### src/rtl/pipeline_hazard_ctrl.sv
// pipeline_hazard_ctrl: stall/flush sequencing for a five-stage pipeline with load-use detection,
// branch/jump flushes, data-memory wait freezing, sticky memory timeout and a saturating stall counter.
module pipeline_hazard_ctrl #(
    parameter int MEM_WAIT_MAX = 15,
    parameter int CNT_W        = 32
) (
    input  logic             clk,
    input  logic             rst_n,
    input  logic             MemRead_EX_i,
    input  logic [4:0]       Rw_EX_i,
    input  logic [4:0]       Rs_ID_i,
    input  logic [4:0]       Rt_ID_i,
    input  logic             Branch_EX_i,
    input  logic             Jump_ID_i,
    input  logic             mem_req_MEM_i,
    input  logic             mem_ready_i,
    output logic             stall_PC_o,
    output logic             stall_IF_ID_o,
    output logic             stall_ID_EX_o,
    output logic             stall_EX_MEM_o,
    output logic             flush_IF_ID_o,
    output logic             flush_ID_EX_o,
    output logic             bubble_MEM_WB_o,
    output logic             timeout_err_o,
    output logic [1:0]       ctrl_state_o,
    output logic [CNT_W-1:0] stall_cycles_o
);
    localparam int WC_W = $clog2(MEM_WAIT_MAX + 1);
    localparam logic [WC_W-1:0] WC_MAX = WC_W'(MEM_WAIT_MAX);
    typedef enum logic [1:0] {RUN = 2'b00, MEM_WAIT = 2'b01, TIMEOUT = 2'b10} state_t;
    state_t           state_q, state_d;
    logic [WC_W-1:0]  wait_cnt_q, wait_cnt_d;
    logic             timeout_q, timeout_d;
    logic [CNT_W-1:0] stall_cnt_q, stall_cnt_d;
    logic             load_use, mem_hold, freeze, act, lu_stall;
    // freeze covers every cycle the whole front end must hold; act is when branch/jump/load-use may fire
    always_comb begin
        load_use = MemRead_EX_i && (Rw_EX_i != 5'd0) && (Rw_EX_i == Rs_ID_i || Rw_EX_i == Rt_ID_i);
        mem_hold = mem_req_MEM_i && !mem_ready_i;
        freeze   = rst_n && (state_q == TIMEOUT || (state_q == MEM_WAIT && !mem_ready_i) ||
                             (state_q == RUN && mem_hold));
        act      = rst_n && !freeze;
        lu_stall = act && load_use && !Branch_EX_i;
    end
    assign stall_PC_o      = freeze || lu_stall;
    assign stall_IF_ID_o   = freeze || lu_stall;
    assign stall_ID_EX_o   = freeze;
    assign stall_EX_MEM_o  = freeze;
    assign flush_IF_ID_o   = act && (Branch_EX_i || Jump_ID_i);
    assign flush_ID_EX_o   = (act && Branch_EX_i) || lu_stall;
    assign bubble_MEM_WB_o = freeze;
    assign timeout_err_o   = timeout_q;
    assign ctrl_state_o    = state_q;
    assign stall_cycles_o  = stall_cnt_q;
    always_comb begin
        state_d     = state_q;
        wait_cnt_d  = wait_cnt_q;
        timeout_d   = timeout_q;
        stall_cnt_d = (stall_PC_o && stall_cnt_q != '1) ? stall_cnt_q + CNT_W'(1) : stall_cnt_q;
        case (state_q)
            RUN: if (mem_hold) begin
                state_d    = MEM_WAIT;
                wait_cnt_d = WC_W'(1);
            end
            MEM_WAIT: if (mem_ready_i) begin
                state_d    = RUN;
                wait_cnt_d = '0;
            end else if (wait_cnt_q == WC_MAX) begin
                state_d   = TIMEOUT;
                timeout_d = 1'b1;
            end else begin
                wait_cnt_d = wait_cnt_q + WC_W'(1);
            end
            default: state_d = TIMEOUT;
        endcase
    end
    always_ff @(posedge clk or negedge rst_n) begin
        if (!rst_n) begin
            state_q     <= RUN;
            wait_cnt_q  <= '0;
            timeout_q   <= 1'b0;
            stall_cnt_q <= '0;
        end else begin
            state_q     <= state_d;
            wait_cnt_q  <= wait_cnt_d;
            timeout_q   <= timeout_d;
            stall_cnt_q <= stall_cnt_d;
        end
    end
endmodule
### config.mk
export PLATFORM = sky130hd
export DESIGN_NAME = pipeline_hazard_ctrl
export DESIGN_NICKNAME = d
export VERILOG_FILES = /design/src/rtl/pipeline_hazard_ctrl.sv
export SDC_FILE = /design/constraint.sdc
export NUM_CORES = 1
export LEC_CHECK = 0
export BUFFER_PORTS_ARGS = -buffer_cell sky130_fd_sc_hd__buf_4
export CAP_MARGIN = 0
export CORE_MARGIN = 1
export CORE_UTILIZATION = 40
export DETAILED_ROUTE_END_ITERATION = 8
export HOLD_SLACK_MARGIN = 0.02
export SYNTH_ARGS = -nofsm -noshare
export SYNTH_HDL_FRONTEND = slang
export SYNTH_SLANG_ARGS = --single-unit
### constraint.sdc
create_clock -name clk -period 2.3 [get_ports clk]
set_clock_uncertainty 0.2 [all_clocks]
set_input_delay 0.23 -clock clk [delete_from_list [all_inputs] [get_ports clk]]
set_output_delay 0.23 -clock clk [all_outputs]
set_load 0.01 [all_outputs]
==> metrics.cfg <==
[worst_setup_path]
endpoint_kind=flip-flop
critPathLaunchType=flip-flop
cp_slowest_cell=dfrtp_1
crit_fanout=4
crit_chain=nand2_1, nor4_4, and3_4, buf_4, nand2_1, nor4b_2, mux2_2
critPathKind=reg2reg
critPathMaxStageDelay_ns=0.40
arrival_ns=2.17
cp.required_ns=2.28
cp_top_family=simple AND/OR/NAND/NOR gates
cp_num_buf_inv=1
crit_path_frequent_cell=nand2_1

[clock_tree]
clkLatencyLatePin_ns=0.28
cts_sinks=39
cts_tree=yes
cts_buffers=5
cts_max_path_buffers=2
clkTransAtPathRegs_ns=0.08
clockRootBuffer=clkbuf_8
htree_levels=2

[sta]
finalSetupViolCount=0
hold_ws_ns=0.09597
finalCritPeriodShare_pct=95.36
fin_crit_ns=2.193
hold_viol_final=0
max_freq_ghz=0.4559
slew_violations=0
slew_headroom_pct=72.59
tightest_slew_ns=0.4101

[floorplanning]
start_util_pct=42.87
die_h_um=74.32
fp-row-count=25
die_w_um=74.32
core_area_um2=4880
pin_count=64
dieArea_um2=5523

[drt]
wl_per_cell_um=12.79
first_iter_violations=88
drc_errors=0
via_count=1799
ant_nets=0
via_per_inst=4.849
wl_um=4746
drtPass1Iterations=4

[placement]
hpwlAfterDp_um=3603
numPortBuffers=63
gp_congestion=0.7915

[grt]
grt_pass1_wl_um=7935
globalRouteOverflowTotal=0
antenna_found_initial=0
grt_pass1_vias=1724
grt_start_max_net_pins=40
gr-usage-all-layers_pct=19.42

[finish]
area.growth.synth_to_final_pct=44.26
layout.area.seq_um2=975.9
diodes=0
fill_cells=455
drive_above_1_share_pct=41.45
multi_input_area_um2=1094
nets=328

[logic_synthesis]
ys_ff_latch=39
yosysSeqAreaShare_pct=46.65
synthesis.nets=227
synth_top_area_cell=dfrtp_1
yosys-top-cells-area=dfrtp_1 47%, xnor2_1 13%, nand3_1 5.3%, xor2_1 4.2%, nand2_1 3.8%
netlist_area_um2=2092
synthArstFlopShare_pct=100.0
postSynthCellCount=203
synth_commonest_cells=39 x dfrtp_1, 30 x xnor2_1, 22 x nand3_1, 21 x nand2_1, 11 x nor2_1
yosysUniqueCellTypes=41
ys.flop_type=dfrtp_1
yosysMostFrequentCell=dfrtp_1
yosys_warnings=0
synth_edf_count=0
avgSynthCellArea_um2=10.31
synth_top_area_share_pct=46.65

[pwr]
cellPowerDensity_nw_per_um2=552.1
peakVddDrop_mv=0.2725
p_total_mw=1.666
p_leak_nw=1.495

[hold_path]
holdCritPathClass=in2reg

[job]
max_cap_viol_count=0

[status]
run_status=finished clean

[tightest hold or removal path, delay by kind of cell]
kind                   cells  cell delay (ns)
AOI/OAI and AO/OA          1             0.08
buffers and inverters      1             0.10
and+or+nand+nor            1             0.13
[per-layer routing]
metal / global-route usage [%] / up-vias / wire length [um]
met5: 0 / - / 0
met4: 6.918 / 0 / 65
met3: 4.201 / 4 / 205
met2: 29.60 / 56 / 2108
met1: 27.34 / 826 / 2367
li1: - / 913 / -
[metrics by stage]
| step | cell area (um^2) | util [%] | worst slack (ns) | instances | TNS [ns] |
|---|---|---|---|---|---|
| finish | 3018 | 61.85 | 0.1067 | 371 | 0 |
| global route | 3018 | 61.85 | -0.005099 | 371 | -0.005099 |
| CTS | 2989 | 61.26 | 0.01234 | 370 | 0 |
| detailed placement | 2867 | 58.74 | -0.08161 | 361 | -0.6292 |
| global placement | 2867 | 58.74 | -0.03051 | 361 | -0.05970 |
| floorplan | 2092 | - | 0.1219 | 203 | 0 |
[power by group]
group	internal (mW)	switching [mW]	leakage, nW	total (mW)
sequential	0.736	0.0255	0.527	0.762
clock	0.235	0.226	0.0470	0.462
combinational	0.239	0.204	0.921	0.443
total	1.21	0.456	1.50	1.67
[path summary, 6_finish.rpt]
path	startpoint	to	slack (ns)	cells after the start
hold reg to reg	timeout_err_o	timeout_err_o	0.29	1
setup reg to reg	stall_cycles_o[17]	stall_cycles_o[28]	0.11	7
min in group asynchronous	rst_n	stall_cycles_o[0]	0.39	4
setup / recovery	stall_cycles_o[17]	stall_cycles_o[28]	0.11	7
max in group asynchronous	rst_n	wait_cnt_q[0]	1.30	4
hold / removal	mem_ready_i	wait_cnt_q[3]	0.1	3
[cells in the final DEF (no fill, tap or decap), types with 6 or more instances in the layout]
cell type	count
xnor2_1	30
xor2_1	10
nor3_1	6
buf_4	98
nor2_1	11
nand2_1	20
clkbuf_8	6
dfrtp_1	39
and3_1	7
o21ai_0	6
nand3_1	22
[cells by family (layout without fill, tap and decap cells)]
family | Yosys count | count (layout) | synth area share [%]
flip-flops | 39 | 39 | 46.65
AO/OA/AOI/OAI | 14 | 14 | 4.845
adder cells (fa/ha/maj) | 2 | 2 | 1.196
AND/OR/NAND/NOR | 97 | 97 | 27.15
multiplexers | 2 | 2 | 1.076
XOR/XNOR | 40 | 40 | 16.75
buffers and inverters | 9 | 110 | 2.333
[registers in the layout, indices dropped and copies added, names as in the netlist]
name	count
ctrl_state_o	2
stall_cycles_o	32
timeout_err_o	1
wait_cnt_q	4
[repair_timing]
action                     in CTS  in global routing
cloned                          0                  0
setup buffers                   0                  1
hold buffers                    2                  0
setup endpoints to repair      13                  4
pin swaps                       0                  1
hold endpoints to repair       39                  0
gates resized for setup         1                  5
[cell type report]
type                       instances  share of cell area, %
clock inverter                     1                 0.1658
sequential                        39                  32.34
clock buffer                       6                  2.736
inverter                           3                 0.3731
timing repair buffer             100                  25.37
tap                               67                  2.778
multi-input combinational        155                  36.24
No activity file was read; power rests on OpenSTA's default activity.
